## src/rtl/start_done_initiator_if.sv

```systemverilog
// Batch command, worker start/ready/done and status bundle.
// master = initiator side, slave = upstream sequencer plus worker.
interface start_done_initiator_if #(
    parameter int CNT_W = 8
);
    logic             cmd_valid;
    logic [CNT_W-1:0] cmd_count;
    logic             cmd_ready;
    logic             dev_start;
    logic             dev_ready;
    logic             dev_done;
    logic             busy;
    logic             batch_done;
    logic [CNT_W-1:0] jobs_completed;
    logic             err_timeout;

    modport master (
        input  cmd_valid, cmd_count,
        input  dev_ready, dev_done,
        output cmd_ready, dev_start,
        output busy, batch_done,
        output jobs_completed, err_timeout
    );

    modport slave (
        output cmd_valid, cmd_count,
        output dev_ready, dev_done,
        input  cmd_ready, dev_start,
        input  busy, batch_done,
        input  jobs_completed, err_timeout
    );
endinterface

```

## src/rtl/start_done_initiator.sv

```systemverilog
// Start/ready/done initiator: runs a batch of jobs on one worker.
// Optional per-job timeout: START_DONE_INITIATOR_TIMEOUT_EN.
module start_done_initiator #(
    parameter int CNT_W          = 8,
    parameter int TIMEOUT_CYCLES = 64
) (
    input  logic                   clk,
    input  logic                   rst,
    start_done_initiator_if.master bus
);

    typedef enum logic [2:0] {
        S_IDLE,
        S_ISSUE,
        S_ACCEPT,
        S_WAIT,
        S_FINISH
    } state_e;

    state_e           state_q, state_d;
    logic [CNT_W-1:0] remaining_q, remaining_d;
    logic [CNT_W-1:0] jobs_q, jobs_d;
    logic             dev_start_q, dev_start_d;
    logic             batch_done_q, batch_done_d;

    logic accept;
    logic launch;
    logic job_done;
    logic last_job;
    logic timeout_fire;

    if (TIMEOUT_CYCLES < 2) begin : g_timeout_range
        $error("TIMEOUT_CYCLES must be at least 2");
    end

    assign accept   = (state_q == S_IDLE) && bus.cmd_valid;
    assign launch   = (state_q == S_ISSUE) && bus.dev_ready;
    assign job_done = (state_q == S_WAIT)
                    && bus.dev_done && bus.dev_ready;
    assign last_job = (remaining_q == CNT_W'(1));

`ifdef START_DONE_INITIATOR_TIMEOUT_EN
    localparam int TW = (TIMEOUT_CYCLES > 2)
                      ? $clog2(TIMEOUT_CYCLES) : 1;
    localparam logic [TW-1:0] LIMIT = TW'(TIMEOUT_CYCLES - 1);

    logic [TW-1:0] timer_q, timer_d;
    logic          err_q, err_d;
    logic          in_job;
    logic          progress;

    assign in_job   = (state_q == S_ACCEPT) || (state_q == S_WAIT);
    assign progress = ((state_q == S_ACCEPT) && !bus.dev_ready)
                    || job_done;
    assign timeout_fire = in_job && !progress && (timer_q == LIMIT);

    // Job timer restarts on each start and saturates at the limit;
    // the error flag is sticky until the next batch is accepted.
    always_comb begin
        timer_d = timer_q;
        err_d   = err_q;
        if (launch) begin
            timer_d = '0;
        end else if (in_job && (timer_q != LIMIT)) begin
            timer_d = timer_q + TW'(1);
        end
        if (accept) begin
            err_d = 1'b0;
        end else if (timeout_fire) begin
            err_d = 1'b1;
        end
    end

    // Timer and error flag registers.
    always_ff @(posedge clk or posedge rst) begin
        if (rst) begin
            timer_q <= '0;
            err_q   <= 1'b0;
        end else begin
            timer_q <= timer_d;
            err_q   <= err_d;
        end
    end

    assign bus.err_timeout = err_q;
`else
    assign timeout_fire    = 1'b0;
    assign bus.err_timeout = 1'b0;
`endif

    // State register.
    always_ff @(posedge clk or posedge rst) begin
        if (rst) begin
            state_q <= S_IDLE;
        end else begin
            state_q <= state_d;
        end
    end

    // Next state; a stale done in ACCEPT is ignored because the
    // worker has not yet shown it took the job (ready still high).
    always_comb begin
        state_d = state_q;
        unique case (state_q)
            S_IDLE: begin
                if (bus.cmd_valid) begin
                    state_d = (bus.cmd_count == '0)
                            ? S_FINISH : S_ISSUE;
                end
            end
            S_ISSUE: begin
                if (bus.dev_ready) begin
                    state_d = S_ACCEPT;
                end
            end
            S_ACCEPT: begin
                if (!bus.dev_ready) begin
                    state_d = S_WAIT;
                end else if (timeout_fire) begin
                    state_d = S_FINISH;
                end
            end
            S_WAIT: begin
                if (job_done) begin
                    state_d = last_job ? S_FINISH : S_ISSUE;
                end else if (timeout_fire) begin
                    state_d = S_FINISH;
                end
            end
            S_FINISH: state_d = S_IDLE;
            default:  state_d = S_IDLE;
        endcase
    end

    // Registered outputs and job counters; batch_done is high for
    // the single cycle spent in FINISH.
    always_comb begin
        dev_start_d  = launch;
        batch_done_d = (state_d == S_FINISH);
        remaining_d  = remaining_q;
        jobs_d       = jobs_q;
        if (accept) begin
            jobs_d      = '0;
            remaining_d = bus.cmd_count;
        end else if (job_done) begin
            jobs_d      = jobs_q + CNT_W'(1);
            remaining_d = remaining_q - CNT_W'(1);
        end
    end

    // Output and counter registers.
    always_ff @(posedge clk or posedge rst) begin
        if (rst) begin
            dev_start_q  <= 1'b0;
            batch_done_q <= 1'b0;
            remaining_q  <= '0;
            jobs_q       <= '0;
        end else begin
            dev_start_q  <= dev_start_d;
            batch_done_q <= batch_done_d;
            remaining_q  <= remaining_d;
            jobs_q       <= jobs_d;
        end
    end

    assign bus.cmd_ready      = (state_q == S_IDLE);
    assign bus.busy           = (state_q != S_IDLE);
    assign bus.dev_start      = dev_start_q;
    assign bus.batch_done     = batch_done_q;
    assign bus.jobs_completed = jobs_q;

endmodule

```

## src/flat_wrapper.sv

```systemverilog
// flat-port wrapper written by rule: the top's interface ports become plain ports
module start_done_initiator_flat 
#(
    parameter int CNT_W          = 8,
    parameter int TIMEOUT_CYCLES = 64
)
  (clk, rst, bus_cmd_valid, bus_cmd_count, bus_dev_ready, bus_dev_done, bus_cmd_ready, bus_dev_start, bus_busy, bus_batch_done, bus_jobs_completed, bus_err_timeout);
  start_done_initiator_if #(.CNT_W(CNT_W)) bus_i ();
  input  logic clk;
  input  logic rst;
  input wire logic [$bits(bus_i.cmd_valid)-1:0] bus_cmd_valid;
  input wire logic [$bits(bus_i.cmd_count)-1:0] bus_cmd_count;
  input wire logic [$bits(bus_i.dev_ready)-1:0] bus_dev_ready;
  input wire logic [$bits(bus_i.dev_done)-1:0] bus_dev_done;
  output wire logic [$bits(bus_i.cmd_ready)-1:0] bus_cmd_ready;
  output wire logic [$bits(bus_i.dev_start)-1:0] bus_dev_start;
  output wire logic [$bits(bus_i.busy)-1:0] bus_busy;
  output wire logic [$bits(bus_i.batch_done)-1:0] bus_batch_done;
  output wire logic [$bits(bus_i.jobs_completed)-1:0] bus_jobs_completed;
  output wire logic [$bits(bus_i.err_timeout)-1:0] bus_err_timeout;
  assign bus_i.cmd_valid = bus_cmd_valid;
  assign bus_i.cmd_count = bus_cmd_count;
  assign bus_i.dev_ready = bus_dev_ready;
  assign bus_i.dev_done = bus_dev_done;
  assign bus_cmd_ready = bus_i.cmd_ready;
  assign bus_dev_start = bus_i.dev_start;
  assign bus_busy = bus_i.busy;
  assign bus_batch_done = bus_i.batch_done;
  assign bus_jobs_completed = bus_i.jobs_completed;
  assign bus_err_timeout = bus_i.err_timeout;
  start_done_initiator #(.CNT_W(CNT_W), .TIMEOUT_CYCLES(TIMEOUT_CYCLES)) u_core (.clk(clk), .rst(rst), .bus(bus_i));
endmodule
```

## config.mk

```make
export PLATFORM = sky130hd
export DESIGN_NAME = start_done_initiator_flat
export DESIGN_NICKNAME = d
export VERILOG_FILES = /design/src/rtl/start_done_initiator_if.sv /design/src/rtl/start_done_initiator.sv /design/src/flat_wrapper.sv
export SDC_FILE = /design/constraint.sdc
export NUM_CORES = 1
export LEC_CHECK = 0
export BUFFER_PORTS_ARGS = -buffer_cell sky130_fd_sc_hd__buf_2
export CAP_MARGIN = 20
export CORE_UTILIZATION = 30
export DETAILED_ROUTE_END_ITERATION = 10
export GPL_TIMING_DRIVEN = 0
export PLACE_DENSITY = 0.6
export SKIP_LAST_GASP = 1
export SYNTH_ARGS = -nofsm -noshare
export SYNTH_HDL_FRONTEND = slang
export SYNTH_SLANG_ARGS = --single-unit
```

## constraint.sdc

```tcl
create_clock -name clk -period 1.4 [get_ports clk]
set_input_delay 0.07 -clock clk [delete_from_list [all_inputs] [get_ports clk]]
set_output_delay 0.07 -clock clk [all_outputs]
set_load 0.01 [all_outputs]
```

## After elaboration in Yosys (flattened, before gate mapping)

Index checks and enable logic that the tools add are counted.

| operators by class | value |
|---|---|
| $add $sub $neg | 2 |
| equal/unequal tests | 5 |
| multiplexer cells | 11 |
| reductions and logical operators | 8 |

Operator list:

| cell | number |
|---|---|
| two-way mux 8 bit | 4 |
| two-way mux 3 bit | 6 |
| case mux 3 bit (4 select lines) | 1 |
| adder 8 x 1 -> 8 bit (second input constant) | 1 |
| == test 8 x 1 -> 1 bit (second input constant) | 1 |
| zero test 8 bit | 1 |
| subtractor 8 x 1 -> 8 bit (second input constant) | 1 |
| == test 3 x 2 -> 1 bit (second input constant) | 2 |
| logical AND 1 bit | 4 |
| == test 3 x 1 -> 1 bit (second input constant) | 1 |
| == test 3 bit (second input constant) | 1 |
| zero test 3 bit | 1 |
| nonzero test 3 bit | 1 |
| nonzero test 2 bit | 1 |

| storage, ports and cells | value |
|---|---|
| register bits | 21 |
| bits of input ports | 13 |
| word-level logic and storage cells | 31 |

## Depth between registers and ports, before layout

Gate-level depths: netlist (run 1).

| depth | value |
|---|---|
| depth in word-level cells | 6 |
| gate-level depth with buffers | 7 |

## Worst setup path after synthesis (run 1)

Ideal clock, no wire load.

| timing | value |
|---|---|
| kind | reg2reg |
| start | register u_core.remaining_q[2] |
| end | register u_core.remaining_q[7] |
| library setup time | 136 ps |
| arrival | 1428 ps |
| data required time | 1264 ps |
| setup slack | -164 ps |
| stages on the path, launching flop included | 5 |
| buffers on the path | 0 |
| clock period less this slack | 1564 ps |
| cell sequence | dfrtp_1 > or4_4 > or2_0 > o211ai_1 > o311ai_1 |

| between the ends | value |
|---|---|
| longest elaborated chain between the ends | 3 |

Ends and longest elaborated chain:

| item | RTL line | RTL |
|---|---|---|
| start, declared | start_done_initiator.sv:21 | `logic [CNT_W-1:0] remaining_q, remaining_d;` |
| start signal, assigned | start_done_initiator.sv:161 | `remaining_q <= remaining_d;` |
| subtractor 8 x 1 -> 8 bit | start_done_initiator.sv:147 | `remaining_d = remaining_q - CNT_W'(1);` |
| two-way mux 8 bit | start_done_initiator.sv:145 | `end else if (job_done) begin` |
| two-way mux 8 bit | start_done_initiator.sv:142 | `if (accept) begin` |

Every way passes these cells. The select of a mux whose other input is x is not followed.
A chain may end at the register's enable or synchronous reset.

## Final worst setup path (run 1)

| timing | value |
|---|---|
| start | register u_core.remaining_q[3] |
| end | register u_core.remaining_q[7] |

The elaborated chain is that of the path after synthesis.

==> results of run 1 <==
[kinds of logic after synthesis]
group,after synthesis
adders and majority gates,3
and+or+nand+nor,52
buffers and inverters,11
xor gates and xnor gates,10
DFF,21
other,1
muxes,1
AOI/OAI and AO/OA,19
[worst reg2reg max path: stages, from the launching register on]
cell      delay, ps
dfrtp_1         390
or4_4           550
or2_1           240
o211ai_1        180
o311ai_1        120
[report_power, final]
| group | leakage [uW] | internal (uW) | total (uW) | switching [uW] |
|---|---|---|---|---|
| logic | 0.000464 | 810 | 1520 | 709 |
| clock network | 0.0000255 | 199 | 405 | 206 |
| registers | 0.000267 | 803 | 988 | 186 |
| total | 0.000756 | 1810 | 2910 | 1100 |
[cells in the final DEF (no fill, tap or decap), types with 3 or more instances in the layout]
master	instances
inv_1	5
nor3_1	7
clkbuf_8	3
buf_6	9
dfrtp_1	20
nor2_4	6
buf_2	24
buf_4	14
nor2_1	5
ha_1	3
o21ai_0	3
nand2_1	11
xnor2_1	9
o21bai_1	3
a21oi_1	3
[metrics by stage]
stage	hold WS (ps)	power [uW]	util, %	cell area, sq um
floorplan	46.53	1690	-	1171
global placement	256.1	1933	38.89	1349
detailed placement	262.2	1975	38.89	1349
CTS	42.52	2637	44.62	1548
global route	57.71	3120	48.63	1687
finish	37.09	2912	48.63	1687
[what timing repair did]
action                                 4_1_cts  5_1_grt
endpoints found under the hold margin       21        0
setup endpoints to repair                   19       18
setup buffers                               13        6
gates cloned                                 0        1
gates resized for setup                     15       18
hold buffers                                 1        0
pin swaps                                   10       11
[metal layers]
metal  vias to the layer above  GRT usage (%)  wire length (um)
li1                        508              -                 -
met1                       508          18.91              1287
met2                        23          27.82              1499
met3                         7          2.536               100
met4                         0          7.849                68
met5                         -              0                 0
[final timing paths]
| check | start | end | cells past startpoint |
|---|---|---|---|
| worst max-delay path | u_core.remaining_q[3] | u_core.remaining_q[7] | 4 |
| worst min register to register | u_core.bus.jobs_completed[7] | u_core.bus.jobs_completed[7] | 2 |
| worst min-delay path | bus_cmd_count[2] | u_core.remaining_q[2] | 3 |
| max in group asynchronous | rst | u_core.state_q[2] | 3 |
| min in group asynchronous | rst | u_core.remaining_q[0] | 3 |
| worst max register to register | u_core.remaining_q[3] | u_core.remaining_q[7] | 4 |
[sequential cells by signal, summed over array words and instances, names as in the netlist]
| register | count |
|---|---|
| u_core.state_q | 3 |
| u_core.remaining_q | 8 |
| u_core.bus.batch_done | 1 |
| u_core.bus.jobs_completed | 8 |
| u_core.bus.dev_start | 1 |
[layout make-up]
class	instances	area share, %
sequential	21	31.23
multi-input combinational	86	39.17
timing repair buffer	45	18.99
inverter	5	1.113
tap	46	3.412
clock buffer	3	2.448
buffer	5	3.338
clock inverter	1	0.2967
==> qor.yml, run 1 <==
outcome: "complete, but fails checks"
violations: "setup timing"
viasPerCell: 4.934
synth_top_family_by_area: "simple AND/OR/NAND/NOR gates"
antenna_found_initial: 0
cts_buffers: 3
synth_area_leaders: "dfrtp_1, xnor2_1, nand2_1, nor2_1, nor3_1"
fin_cells: 212
grt_pass1_wl_um: 4954
cpPeakStageDelay_ps: 550
coreArea_sq_um: 3468
cts_root_buf: "clkbuf_8"
setup_tns_ps: -1509
critPathTopFamily: "simple AND/OR/NAND/NOR gates"
yosysWarningCount: 0
ys_async_sr_fraction_pct: 100.0
synth-edff-count: 0
die_y_um: 63.13
synthTopCellsByCount: "dfrtp_1, nand2_1, nor2_1, xnor2_1, nor3_1"
hpwl_um: 1891
fillers: 337
synth_mux_area_share_pct: 1.004
drtIter0Drc: 43
synthAdderAreaFrac_pct: 3.348
vias: 1046
rsz0062_at_grt: "true"
placed_cells: 188
slew_headroom_pct: 45.98
area_growth_pct: 50.45
place_ws_ps: -294.7
initial_core_util_pct: 32.32
yosys.area_share.simple_pct: 24.67
worst-path-max-fanout: 3
synth-xor-area-share_pct: 7.813
required_ps: 1540
finalCritPeriodShare_pct: 113.4
criticalPathCategory: "reg -> reg"
critPathLaunchType: "flip-flop"
avgSynthCellArea_sq_um: 9.501
leakage_uw: 0.0007561
cts_tree: "done"
worstMarginPinSlew_ps: 809.4
gp_congestion: 0.7807
htreeDepth: 1
setup_violations: 18
worstSkewPairLatency_ps: 260
yosysTopAreaCell: "dfrtp_1"
cap_violations: 0
grt_max_degree: 22
grt_use_total_pct: 15.98
drcViolationCount: 0
portBuffers: 24
cts_max_path_buffers: 2
wl_per_cell_um: 13.95
arrival_ps: 1730
drt_wl_total_um: 2957
die_area_sq_um: 3985
finalHoldViolCount: 0
synth_nets: 134
drt-pass1-iter-count: 4
first_global_vias: 1098
antenna_cells: 0
syn_area_sq_um: 1121
ys_types: 37
crit_chain: "or4_4, or2_1, o211ai_1, o311ai_1"
powerDensity_nw_per_um2: 1726
hp-class: "in -> reg"
ioPinCount: 26
ys_seq_area_share_pct: 46.88
path_clk_slew_ps: 80
numClockSinks: 21
fmax_mhz: 630.0
r2r_setup_slack_ps: -190
finalMaxSlewViolations: 0
ant_nets: 0
multi_input_area_sq_um: 660.6
crit_buf_inv: 0
nNetsFinal: 183
drive_gt1_share_pct: 43.98
die_w_um: 63.13
fin_ws_ps: -187.4
synth-compound-area-share_pct: 11.16
synth_most_common_cell: "dfrtp_1"
ys_ff_latch: 21
clock_skew_ps: 4.208
fin_crit_ps: 1587
overflow: 0
syn_inst: 118
slowest_stage: "or4_4"
yosysTopAreaCellShare_pct: 46.88
fp-row-count: 21
cp-end-kind: "flip-flop"
synthFlopType: "dfrtp_1"
vdd_drop_max_v: 0.0005005
ff_latch_area_sq_um: 526.8
(Power assumes the default switching activity.)
==> inputs of run 2 (changes only) <==
--- a/config.mk
+++ b/config.mk
@@ -8,8 +8,10 @@
 export BUFFER_PORTS_ARGS = -buffer_cell sky130_fd_sc_hd__buf_2
 export CAP_MARGIN = 20
 export CORE_UTILIZATION = 30
+export CTS_BUF_LIST = sky130_fd_sc_hd__clkbuf_4 sky130_fd_sc_hd__clkbuf_8 sky130_fd_sc_hd__clkbuf_16
 export DETAILED_ROUTE_END_ITERATION = 10
 export GPL_TIMING_DRIVEN = 0
+export MAX_ROUTING_LAYER = met4
 export PLACE_DENSITY = 0.6
 export SKIP_LAST_GASP = 1
 export SYNTH_ARGS = -nofsm -noshare
==> run 2 against run 1 <==
Largest power group unchanged. Global-route usage up 0.46 points. The flow still finishes with violations (setup timing). Combinational power about the same. Die area unchanged. Via count down 0.57%. Largest cell class unchanged. Sequential share of layout area unchanged. Highest routed layer unchanged. Clock skew about the same.
==> qor.yml, run 2 (synthesized netlist as in run 1, its figures left out) <==
crit_buf_inv: 0  # unchanged
ant_nets: 0  # unchanged
worstMarginPinSlew_ps: 816.5  # +7.067 ps
grt_pass1_wl_um: 4961  # +0.14%
first_global_vias: 1097  # -0.091%
overflow: 0  # unchanged
fin_cells: 212  # unchanged
viasPerCell: 4.906  # -0.57%
drive_gt1_share_pct: 43.98  # unchanged
fmax_mhz: 629.6  # about the same
finalHoldViolCount: 0  # unchanged
antenna_found_initial: 0  # unchanged
wl_met2_um: 1508  # +0.60%
area_growth_pct: 50.45  # unchanged
crit_chain: "or4_4, or2_1, o211ai_1, o311ai_1"
numClockSinks: 21  # unchanged
cap_violations: 0  # unchanged
critPathTopFamily: "simple AND/OR/NAND/NOR gates"
violations: "setup timing"
cpPeakStageDelay_ps: 550  # about the same
worst-path-max-fanout: 3  # unchanged
outcome: "complete, but fails checks"
r2r_setup_slack_ps: -190  # about the same
required_ps: 1540  # about the same
reg2reg_depth: 4  # unchanged
slowest_stage: "or4_4"
critPathLaunchType: "flip-flop"
drt-pass1-iter-count: 4  # unchanged
setup_violations: 18  # unchanged
hp-class: "in -> reg"
grt_use_total_pct: 16.44  # +0.46 points
criticalPathCategory: "reg -> reg"
die_area_sq_um: 3985  # unchanged
nNetsFinal: 183  # unchanged
ioPinCount: 26  # unchanged
path_clk_slew_ps: 80  # about the same
placed_cells: 188  # unchanged
layout_common_cells: "buf_2, dfrtp_1, buf_4"
fillers: 337  # unchanged
drt_wl_total_um: 2959  # about the same
slew_headroom_pct: 45.51  # -0.47 points
initial_core_util_pct: 32.32  # unchanged
setup_tns_ps: -1513  # -4.340 ps
powerDensity_nw_per_um2: 1728  # about the same
cts_max_path_buffers: 2  # unchanged
cts_buffers: 3  # unchanged
gp_congestion: 0.7915  # +1.4%
finalCritPeriodShare_pct: 113.5  # about the same
r2r_start: "u_core.remaining_q[3]"
coreArea_sq_um: 3468  # unchanged
cts_root_buf: "clkbuf_8"
arrival_ps: 1730  # about the same
die_y_um: 63.13  # unchanged
portBuffers: 24  # unchanged
grt_max_degree: 22  # unchanged
holdPathStages: 3  # unchanged
cts_tree: "done"
vdd_drop_max_v: 0.0005005  # about the same
hpwl_um: 1891  # unchanged
r2r-end: "u_core.remaining_q[7]"
leakage_uw: 0.0007561  # unchanged
fp-row-count: 21  # unchanged
vias: 1040  # -0.57%
whs_endpoint: "u_core.remaining_q[2]"
fin_crit_ps: 1588  # +0.9370 ps
wl_per_cell_um: 13.96  # about the same
worstSkewPairLatency_ps: 260  # about the same
drcViolationCount: 0  # unchanged
htreeDepth: 1  # unchanged
drt-met1-wl_um: 1293  # +0.47%
top_layer: "met4"
drtIter0Drc: 45  # +4.7%
finalMaxSlewViolations: 0  # unchanged
cp-end-kind: "flip-flop"
rsz0062_at_grt: "true"
antenna_cells: 0  # unchanged
layout_commonest_cell: "buf_2"
min_from: "bus_cmd_count[2]"
die_w_um: 63.13  # unchanged
route.met3.wl_um: 89  # -11%
clock_skew_ps: 4.017  # -0.1914 ps
fin_ws_ps: -188.3  # -0.9370 ps
-- run 2: cell counts in the layout (fill, tap and decap cells not counted) --
No cell type changed its count.
-- run 2: power by group --
part | internal, uW | total [uW] | switching, uW
Sequential | 803 | 988 | 185
Combinational | 810 | 1520 | 711
Clock | 199 | 405 | 206
Total | 1810 | 2910 | 1100
-- run 2: final cells by class --
cell class / count / area, sq um / share of cell area (%)
multi-input combinational: 86 / 660.6 / 39.17
sequential: 21 / 526.8 / 31.23
timing repair buffer: 45 / 320.3 / 18.99
tap: 46 / 57.56 / 3.412
buffer: 5 / 56.30 / 3.338
clock buffer: 3 / 41.29 / 2.448
inverter: 5 / 18.77 / 1.113
clock inverter: 1 / 5.005 / 0.2967
-- run 2: what timing repair did --
action | in CTS | in global routing
setup endpoints to repair | 19 | 18
buffers inserted | 13 | 6
cloned | 0 | 1
hold endpoints to repair | 21 | 0
resized for setup | 15 | 18
pin swaps | 10 | 11
hold buffers | 1 | 0
-- run 2: worst max path at each step --
stage / depth (start not counted) / slack (ps) / start / end
2_1_floorplan: 4 / -140 / u_core.remaining_q[3] / u_core.remaining_q[7]
3_3_place_gp: 4 / -280 / u_core.state_q[2] / u_core.state_q[0]
3_5_place_dp: 4 / -290 / u_core.state_q[2] / u_core.remaining_q[4]
4_1_cts: 4 / -160 / u_core.remaining_q[5] / u_core.remaining_q[7]
5_1_grt: 4 / -260 / u_core.remaining_q[3] / u_core.remaining_q[7]
6_report: 4 / -190 / u_core.remaining_q[3] / u_core.remaining_q[7]
-- run 2: through the flow --
step | util (%) | instance area [sq um] | hold slack [ps] | power [uW] | setup slack, ps
after CTS | 44.62 | 1548 | 42.52 | 2637 | -164.1
after detailed placement | 38.89 | 1349 | 262.2 | 1975 | -294.7
after floorplan | - | 1171 | 46.53 | 1690 | -135.2
after global placement | 38.89 | 1349 | 256.1 | 1933 | -276.8
after global routing | 48.63 | 1687 | 57.71 | 3119 | -259.1
final | 48.63 | 1687 | 35.21 | 2914 | -188.3
-- run 2: worst register-to-register path, cell delays in order, from the launching register on --
cell and delay [ps]:
dfrtp_1 390, or4_4 550, or2_1 240, o211ai_1 180, o311ai_1 120
-- run 2: metal layers --
layer / global-route usage, % / up-vias
met5: - / -
met4: 7.849 / 0
met3: 2.174 / 7
met2: 27.82 / 23
met1: 19.13 / 501
li1: - / 509
==> inputs of run 3 (changes only) <==
--- a/config.mk
+++ b/config.mk
@@ -7,12 +7,13 @@
 export LEC_CHECK = 0
 export BUFFER_PORTS_ARGS = -buffer_cell sky130_fd_sc_hd__buf_2
 export CAP_MARGIN = 20
-export CORE_UTILIZATION = 30
-export CTS_BUF_LIST = sky130_fd_sc_hd__clkbuf_4 sky130_fd_sc_hd__clkbuf_8 sky130_fd_sc_hd__clkbuf_16
+export CELL_PAD_IN_SITES_DETAIL_PLACEMENT = 0
+export CELL_PAD_IN_SITES_GLOBAL_PLACEMENT = 1
+export CORE_UTILIZATION = 35
 export DETAILED_ROUTE_END_ITERATION = 10
 export GPL_TIMING_DRIVEN = 0
 export MAX_ROUTING_LAYER = met4
-export PLACE_DENSITY = 0.6
+export PLACE_DENSITY = 0.82
 export SKIP_LAST_GASP = 1
 export SYNTH_ARGS = -nofsm -noshare
 export SYNTH_HDL_FRONTEND = slang
==> run 3 against run 2 <==
The run ends with hold timing, setup timing left. Final cell count is 2.8% higher. Total power is 0.53% lower. Non-clock buffer count rose by 8. Maximum frequency fell by 0.44%. Clock power down 26%. Die area down 14%. Design area grew 3.2%. Clock skew rose by 6.3 ps. Sequential power is 2% lower. Worst setup slack got worse by 7.1 ps. First-iteration DRC count shrank 36%. Largest power group unchanged. Highest routed layer unchanged.
==> qor.yml, run 3 (synthesized netlist as in run 1, its figures left out) <==
die_area_sq_um: 3433  # -14%
cp-end-kind: "flip-flop"
finalMaxSlewViolations: 0  # unchanged
setup_tns_ps: -1375  # +137.8 ps
hp-class: "in -> reg"
crit_buf_inv: 0  # unchanged
finalHoldViolCount: 1  # +1
crit_chain: "or4_4, or2_1, o211ai_1, o311ai_1"
cap_violations: 0  # unchanged
grt_pass1_wl_um: 4409  # -11%
drt-pass1-iter-count: 4  # unchanged
powerDensity_nw_per_um2: 1665  # -3.6%
wl_per_cell_um: 13.47  # -3.5%
internal-power_uw: 1818  # +0.38%
hpwl_um: 1835  # -2.9%
drive_gt1_share_pct: 44.25  # +0.28 points
clock_skew_ps: 10.30  # +6.281 ps
worstSkewPairLatency_ps: 310  # +50 ps
hold_slack_ps: -0.3508  # -35.56 ps
reg2reg_depth: 4  # unchanged
grt_use_total_pct: 17.94  # +1.5 points
numClockSinks: 21  # unchanged
htreeDepth: 1  # unchanged
cts_root_buf: "clkbuf_4"
fin_crit_ps: 1595  # +7.086 ps
finalCritPeriodShare_pct: 114.0  # +0.51 points
fp-row-count: 20  # -4.8%
initial_core_util_pct: 36.72  # +4.4 points
outcome: "complete, but fails checks"
cp.depth: 4  # unchanged
overflow: 0  # unchanged
cts_buffers: 3  # unchanged
critPathCapture: "u_core.remaining_q[7]"
slew_headroom_pct: 45.63  # +0.12 points
combPwrFrac_pct: 56.2  # +4.0 points
fmax_mhz: 626.8  # -0.44%
ioPinCount: 26  # unchanged
first_global_vias: 959  # -13%
grt_max_degree: 22  # unchanged
worst-path-max-fanout: 3  # unchanged
finalPower_uw: 2899  # -0.53%
rsz0062_at_grt: "true"
area_growth_pct: 55.25
path_clk_slew_ps: 120  # +40 ps
fillers: 293  # -13%
p_sw_uw: 1081  # -2.0%
setup_violations: 15  # -3
place_ws_ps: -290.8  # +3.955 ps
cpPeakStageDelay_ps: 550  # about the same
drtIter0Drc: 29  # -36%
post-route-util_pct: 57.01  # +8.4 points
portBuffers: 24  # unchanged
p_seq_share_pct: 33.5  # -0.4 points
violations: "hold timing, setup timing"
gp_congestion: 0.8049  # +1.7%
antenna_cells: 0  # unchanged
clock_power_share_pct: 10.4  # -3.5 points
leakage_uw: 0.0008061  # +6.6%
swShare_pct: 37.28  # -0.57 points
antenna_found_initial: 0  # unchanged
drt_wl_total_um: 2937  # -0.74%
worstMarginPinSlew_ps: 814.6  # -1.858 ps
arrival_ps: 1800  # +70 ps
cts_tree: "done"
die_y_um: 58.60  # -7.2%
viasPerCell: 4.977  # +1.5%
slowest_stage: "or4_4"
critPathTopFamily: "simple AND/OR/NAND/NOR gates"
setup.worst_path.start: "u_core.remaining_q[4]"
layout_common_cells: "buf_2, dfrtp_1, buf_4"
r2r-end: "u_core.remaining_q[7]"
r2r_start: "u_core.remaining_q[4]"
drcViolationCount: 0  # unchanged
die_w_um: 58.60  # -7.2%
criticalPathCategory: "reg -> reg"
nNetsFinal: 191  # +4.4%
fin_ws_ps: -195.4  # -7.086 ps
critPathLaunchType: "flip-flop"
vdd_drop_max_v: 0.0008076  # +61%
cts_max_path_buffers: 2  # unchanged
required_ps: 1600  # +60 ps
layout_commonest_cell: "buf_2"
coreArea_sq_um: 3053  # -12%
r2r_setup_slack_ps: -200  # about the same
vias: 1085  # +4.3%
ant_nets: 0  # unchanged
-- run 3: cell count changes in the layout (fill, tap and decap cells not counted), sizes merged --
cell,previous run,this run
buf,48,53
clkinv,1,0
dlygate4sd3,1,4
clkbuf,4,5
-- run 3: worst min-delay path by stage --
stage,from,to,slack (ps),cells past startpoint
3_5_place_dp,rst,u_core.bus.jobs_completed[7],270,2
5_1_grt,bus_cmd_count[4],u_core.remaining_q[4],10,3
6_report,bus_cmd_count[4],u_core.remaining_q[4],-0.4,3
4_1_cts,bus_cmd_count[4],u_core.remaining_q[4],0.9,3
2_1_floorplan,rst,u_core.bus.batch_done,50,1
3_3_place_gp,rst,u_core.remaining_q[2],250,2
-- run 3: area by class of cell --
| type | count | area (sq um) | share of cell area (%) |
|---|---|---|---|
| repair buffers | 54 | 411.6 | 23.65 |
| multi-input cells | 86 | 656.9 | 37.74 |
| clock buffers | 4 | 26.28 | 1.510 |
| flip-flops and latches | 21 | 526.8 | 30.27 |
| plain buffers | 4 | 45.04 | 2.588 |
| well taps | 44 | 55.05 | 3.163 |
| inverters | 5 | 18.77 | 1.078 |
-- run 3: power by group through the flow --
stage                     Combinational [uW]  Sequential (uW)  Clock [uW]
after floorplan                          708              982           0
after global placement                   955              977           0
after global routing                    1770             1000         333
final                                   1630              970         300
after detailed placement                 976              991           0
after CTS                               1280              968         304
-- run 3: tightest hold or removal path, stage by stage --
cell,delay (ps)
buf_2,90
nand2_1,40
o21ai_0,70
-- run 3: per-layer routing --
layer,up-vias,track usage (%),wire length (um)
met4,0,2.041,21
met2,30,30.05,1481
met1,529,22.54,1300
met3,2,4.835,134
met5,-,-,0
li1,524,-,-
-- run 3: through the flow --
step	area (sq um)	instances
after floorplan	1171	118
after global placement	1346	186
after detailed placement	1346	186
after CTS	1526	204
after global routing	1740	218
final	1740	218
-- run 3: what timing repair did --
item / 4_1_cts / 5_1_grt
hold endpoints to repair: 24 / 0
gates resized for setup: 9 / 24
pin swaps: 9 / 12
gates cloned: 0 / 1
hold buffers: 4 / 0
buffers inserted: 10 / 15
setup endpoints to repair: 20 / 19
